==> src/rtl/k_apply_alu.sv <==
// k_apply_alu: Kalman measurement-update stage.
// Waits for a rising edge on the gain divider's done level, captures the gains,
// the innovation and the prior state, then forms x_post = x_prior + K*innov for
// both EKF states on one shared signed multiplier. The saturated posterior is
// presented with a one-cycle completion pulse.
// Ports:
//   clk, n_rst          clock (rising edge), async active-low reset
//   div_done            divider done level; its rising edge starts an update
//   k_1, k_2            gains, Q3.20 / Q0.23
//   innov               innovation v_meas - v_pred, Q3.20
//   x1_prior, x2_prior  prior RC voltage (Q3.20) and SOC (Q0.23)
//   x1_post, x2_post    posterior state, held until the next update
//   busy                high from capture through the upd_done cycle
//   upd_done            one-cycle pulse, posterior updated this cycle
//   ovr                 one-cycle pulse, a start edge arrived while busy and was dropped
module k_apply_alu #(
   parameter int unsigned DW      = 24,
   parameter int unsigned K1_FRAC = 20,
   parameter int unsigned K2_FRAC = 23,
   parameter int unsigned E_FRAC  = 20,
   parameter logic [DW-1:0] SOC_MAX = DW'((64'd1 << K2_FRAC) - 64'd1)
) (
   input  logic          clk,
   input  logic          n_rst,
   input  logic          div_done,
   input  logic [DW-1:0] k_1,
   input  logic [DW-1:0] k_2,
   input  logic [DW-1:0] innov,
   input  logic [DW-1:0] x1_prior,
   input  logic [DW-1:0] x2_prior,
   output logic [DW-1:0] x1_post,
   output logic [DW-1:0] x2_post,
   output logic          busy,
   output logic          upd_done,
   output logic          ovr
);

   localparam int unsigned PW = 2 * DW;   // product width
   localparam int unsigned SW = PW + 1;   // accumulate width

   localparam logic signed [SW-1:0] X1_MAX    = $signed({{(SW-DW+1){1'b0}}, {(DW-1){1'b1}}});
   localparam logic signed [SW-1:0] X1_MIN    = $signed({{(SW-DW+1){1'b1}}, {(DW-1){1'b0}}});
   localparam logic signed [SW-1:0] SOC_MAX_X = $signed({{(SW-DW){1'b0}}, SOC_MAX});

   typedef enum logic [2:0] {
      S_IDLE, S_MUL1, S_ACC1, S_MUL2, S_ACC2, S_DONE
   } state_t;

   state_t               state_q;
   logic                 div_done_q;
   logic signed [DW-1:0] k1_q, k2_q, innov_q, x1_q, x2_q;
   logic signed [PW-1:0] prod_q;
   logic        [DW-1:0] x1_tmp_q, x2_tmp_q;

   logic                 start;
   logic signed [DW-1:0] mul_a;
   logic signed [PW-1:0] mul_a_x, innov_x, prod_d;
   logic signed [PW-1:0] p_sh1, p_sh2;
   logic signed [SW-1:0] sum1, sum2;
   logic        [DW-1:0] x1_sat, x2_sat;

   assign start = div_done & ~div_done_q;

   // Shared multiplier: gain for the lane currently in its MUL state.
   assign mul_a   = (state_q == S_MUL2) ? k2_q : k1_q;
   assign mul_a_x = PW'(mul_a);
   assign innov_x = PW'(innov_q);
   assign prod_d  = mul_a_x * innov_x;

   // Q3.20*Q3.20 -> Q.40 and Q0.23*Q3.20 -> Q.43; both shift back by the innovation scale.
   assign p_sh1 = prod_q >>> K1_FRAC;
   assign p_sh2 = prod_q >>> E_FRAC;
   assign sum1  = SW'(x1_q) + SW'(p_sh1);
   assign sum2  = SW'(x2_q) + SW'(p_sh2);

   // x1 saturates to the signed Q3.20 range.
   always_comb begin
      x1_sat = sum1[DW-1:0];
      if (sum1 > X1_MAX)      x1_sat = {1'b0, {(DW-1){1'b1}}};
      else if (sum1 < X1_MIN) x1_sat = {1'b1, {(DW-1){1'b0}}};
   end

   // SOC clamps to [0, SOC_MAX].
   always_comb begin
      x2_sat = sum2[DW-1:0];
      if (sum2[SW-1])            x2_sat = '0;
      else if (sum2 > SOC_MAX_X) x2_sat = SOC_MAX;
   end

   // Sequencer, datapath registers and registered outputs.
   always_ff @(posedge clk or negedge n_rst) begin
      if (!n_rst) begin
         state_q    <= S_IDLE;
         div_done_q <= 1'b0;
         k1_q       <= '0;
         k2_q       <= '0;
         innov_q    <= '0;
         x1_q       <= '0;
         x2_q       <= '0;
         prod_q     <= '0;
         x1_tmp_q   <= '0;
         x2_tmp_q   <= '0;
         x1_post    <= '0;
         x2_post    <= '0;
         busy       <= 1'b0;
         upd_done   <= 1'b0;
         ovr        <= 1'b0;
      end else begin
         div_done_q <= div_done;
         upd_done   <= 1'b0;
         // Any start edge outside IDLE (including DONE) is dropped and flagged.
         ovr        <= start && (state_q != S_IDLE);
         case (state_q)
            S_IDLE: begin
               busy <= start;
               if (start) begin
                  k1_q    <= $signed(k_1);
                  k2_q    <= $signed(k_2);
                  innov_q <= $signed(innov);
                  x1_q    <= $signed(x1_prior);
                  x2_q    <= $signed(x2_prior);
                  state_q <= S_MUL1;
               end
            end
            S_MUL1: begin
               prod_q  <= prod_d;
               state_q <= S_ACC1;
            end
            S_ACC1: begin
               x1_tmp_q <= x1_sat;
               state_q  <= S_MUL2;
            end
            S_MUL2: begin
               prod_q  <= prod_d;
               state_q <= S_ACC2;
            end
            S_ACC2: begin
               x2_tmp_q <= x2_sat;
               state_q  <= S_DONE;
            end
            S_DONE: begin
               // busy stays high through the cycle upd_done is visible.
               x1_post  <= x1_tmp_q;
               x2_post  <= x2_tmp_q;
               upd_done <= 1'b1;
               busy     <= 1'b1;
               state_q  <= S_IDLE;
            end
            default: state_q <= S_IDLE;
         endcase
      end
   end

endmodule
==> config.mk <==
export PLATFORM = sky130hd
export DESIGN_NAME = k_apply_alu
export DESIGN_NICKNAME = d
export VERILOG_FILES = /design/src/rtl/k_apply_alu.sv
export SDC_FILE = /design/constraint.sdc
export NUM_CORES = 2
export LEC_CHECK = 0
export ABC_AREA = 1
export CELL_PAD_IN_SITES_DETAIL_PLACEMENT = 0
export CELL_PAD_IN_SITES_GLOBAL_PLACEMENT = 1
export CORE_UTILIZATION = 35
export CTS_BUF_LIST = sky130_fd_sc_hd__clkbuf_8
export DETAILED_ROUTE_END_ITERATION = 10
export PLACE_DENSITY = 0.61
export SLEW_MARGIN = 20
export SYNTH_ARGS = -nofsm -noshare
export SYNTH_HDL_FRONTEND = slang
export SYNTH_SLANG_ARGS = --single-unit
==> constraint.sdc <==
create_clock -name clk -period 9.6 [get_ports clk]
set_input_delay 1.92 -clock clk [delete_from_list [all_inputs] [get_ports clk]]
set_output_delay 1.92 -clock clk [all_outputs]
set_load 0.01 [all_outputs]
==> results_dict.tcl <==
set metrics [dict create \
    stdcell_count 5550 \
    final_area_um2 38500 \
    synth-edff-count 0 \
    vias_per_cell 4.80 \
    yosys_warnings 0 \
    synthAdderAreaFrac_pct 42.0 \
    path_class "register to register" \
    antenna_found_initial 5 \
    grt_pass1_wl_um 180000 \
    die_h_um 316 \
    portBuffers 173 \
    timing.setup.tns_ns 0 \
    totalWireLength_um 117000 \
    timing.rr.start "state_q[2]" \
    synth.avg_cell_area_um2 8.39 \
    placed_area_um2 37600 \
    clk_path_buf_depth 3 \
    io_pins 174 \
    arrival_ns 9.08 \
    nets 5156 \
    crit_top_cell "fa_1" \
    htreeDepth 2 \
    die_area_um2 99800 \
    dieWidth_um 316 \
    synth_top_family_by_area "adder cells" \
    synthSimpleGateAreaFrac_pct 18.6 \
    drtIter0Drc 1516 \
    placedCellCount 5465 \
    clkTransAtPathRegs_ns 0.06 \
    ys_seq_area_share_pct 18.2 \
    nFillCells 10100 \
    async_reset_ff_share_pct 100 \
    crit_chain "inv_2 -> nand3_4 -> o21ai_2 -> nor2_1 -> fa_1 -> inv_1 -> fa_1 -> fa_1 -> inv_1 -> fa_1 -> fa_1 -> fa_1 -> fa_1 -> ha_1 -> inv_1 -> o21ai_0 -> a31oi_1 -> a21boi_0 -> nor2_1 -> nor2_1 -> nand3_1 -> nand3_1 -> nand2_1" \
    synth_nets 5027 \
    clock-sinks 251 \
    row_count 114 \
    first_pass_iters 5 \
    cap_violations 0 \
    postCtsSetupBuffers 0 \
    hold_start "x2_tmp_q[10]" \
    setup_viol 0 \
    grt_setup_unrepaired "no" \
    synth_mux_area_share_pct 3.00 \
    groute.usage.overall_pct 24.2 \
    min_period_over_period_pct 88.5 \
    drv_slew 0 \
    synth_flop_cell "dfrtp_1" \
    drc 0 \
    num_vias 26700 \
    end_kind "register" \
    synth_cell_type_count 52 \
    worstMarginPinSlew_ns 1.09 \
    status "finished, final reports clean" \
    postRouteAntennaNets 0 \
    postCtsResizedCells 0 \
    place_congestion 0.895 \
    syn_area_um2 34500 \
    start_util_pct 35.5 \
    overflow 0 \
    grt_pass1_vias 28800 \
    slew_headroom_pct 27.5 \
    tritoncts "built" \
    clk_latency_ns 0.72 \
    skew_ns 0.0776 \
    cp-startpoint "state_q[2]" \
    synth_compound_area_share_pct 5.21 \
    slowest_delay_ns 0.91 \
    syn2layout_area_growth_pct 11.6 \
    hold_buffers 0 \
    synthXorXnorAreaFrac_pct 1.64 \
    crit_fanout 26 \
    dp_hpwl_um 96400 \
    cts_buffers 48 \
    period_minus_slack_ns 8.50 \
    synthCells 4110 \
    layout-drive-gt1-share_pct 7.54 \
    final_hold_viol_count 0 \
    start_kind "register" \
    largest_reg_flops 28 \
    crit_required_ns 10.18 \
    ys_seq_elements 251 \
    utilization_pct 39.6 \
    hp-class "register to register" \
    max_freq_ghz 0.118 \
    regMostFlops "prod_q" \
    wl_per_cell_um 21.1 \
    core_region_area_um2 97100 \
    cts.root.buffer_cell "clkbuf_8" \
    grt_max_degree 145 \
    critical_path.slowest_cell "o21ai_2" \
]
==> layout by cell type (no fill, tap or decap), types with 16 or more instances in the layout <==
cell	instances
dfrtp_1	251
clkdlybuf4s50_1	172
nand2_1	936
inv_1	880
mux2_2	92
or2_2	23
xor2_1	23
fa_1	608
a21oi_1	124
o21ai_1	23
clkbuf_8	61
o21ai_0	79
nor2_1	452
nand2_2	38
nand3_1	75
a31oi_1	20
ha_1	186
a21oi_2	20
nor3_1	16
xnor2_1	39
buf_4	44
==> cell usage after synthesis, types with 3 or more instances <==
cell	instances	area (um^2)
a21oi_1	124	621
fa_1	608	12200
o21ai_1	6	30.0
nor2_2	5	31.3
a21oi_2	20	175
nand3_1	75	375
xor2_1	23	201
xnor2_1	39	342
buf_1	10	37.5
buf_2	23	115
nand2_2	38	238
inv_2	4	15.0
a21o_1	13	97.6
o21ai_2	5	43.8
ha_1	186	2330
nand4_1	15	93.8
buf_6	6	67.6
nor2_4	3	33.8
nor3_1	16	80.1
o21bai_1	10	75.1
and3_1	5	31.3
nand2_1	937	3520
nor4_1	3	18.8
or2_2	23	144
a31oi_1	20	125
clkbuf_1	98	368
inv_1	869	3260
nor2_1	452	1700
o21ai_0	97	485
mux2_2	92	1040
dfrtp_1	251	6280
clkinv_1	3	11.3
==> through the flow <==
step,worst slack (ns),hold WS (ns)
final,1.10,0.465
after global routing,0.539,0.496
after CTS,1.06,0.470
after detailed placement,1.14,0.459
after global placement,1.22,0.456
after floorplan,2.38,0.407
==> path summary, 6_finish.rpt <==
path	end	slack [ns]	cells after the start
setup / recovery	prod_q[47]	1.10	23
hold / removal	x2_post[10]	0.47	2
setup reg to reg	prod_q[47]	1.10	23
hold reg to reg	x2_post[10]	0.47	2
max in group asynchronous	k1_q[23]	6.94	2
min in group asynchronous	x1_post[6]	1.32	1
==> worst max-delay path, delay by kind of cell (launching register included) <==
family | cells | cell delay [ns]
AOI/OAI and AO/OA | 4 | 1.66
adders and majority gates | 8 | 4.35
and+or+nand+nor | 7 | 1.11
DFF | 1 | 0.45
buffers and inverters | 4 | 0.75
==> cells by family after synthesis <==
| family | after synthesis |
|---|---|
| buf+inv | 1015 |
| flops | 251 |
| mux | 92 |
| xor+xnor | 63 |
| compound gates | 309 |
| simple gates | 1586 |
| fa+ha+maj | 794 |
==> layer usage <==
metal  wire length (um)  share of wire [%]  track usage (%)  vias to the layer above
met1              52700                 45             32.8                    13300
li1                   -                  -                -                    12500
met2              53500                 46             39.4                      725
met3               6500                5.5             3.72                      171
met4               4480                3.8             8.62                        2
met5                 13              0.011                0                        -
==> area by class of cell <==
| cell class | count | area [um^2] | area share, % |
|---|---|---|---|
| multi-input cells | 2844 | 24300 | 63.1 |
| repair buffers | 218 | 2090 | 5.42 |
| diodes | 5 | 12.5 | 0.0325 |
| well taps | 1276 | 1600 | 4.15 |
| inverters | 876 | 3290 | 8.55 |
| clock buffers | 61 | 840 | 2.18 |
| flip-flops and latches | 251 | 6280 | 16.3 |
| clock inverters | 19 | 86.3 | 0.224 |
Power is left out: the tool's default activity adds up to more than one toggle a clock period on the data nets, which glitch-free logic cannot reach.
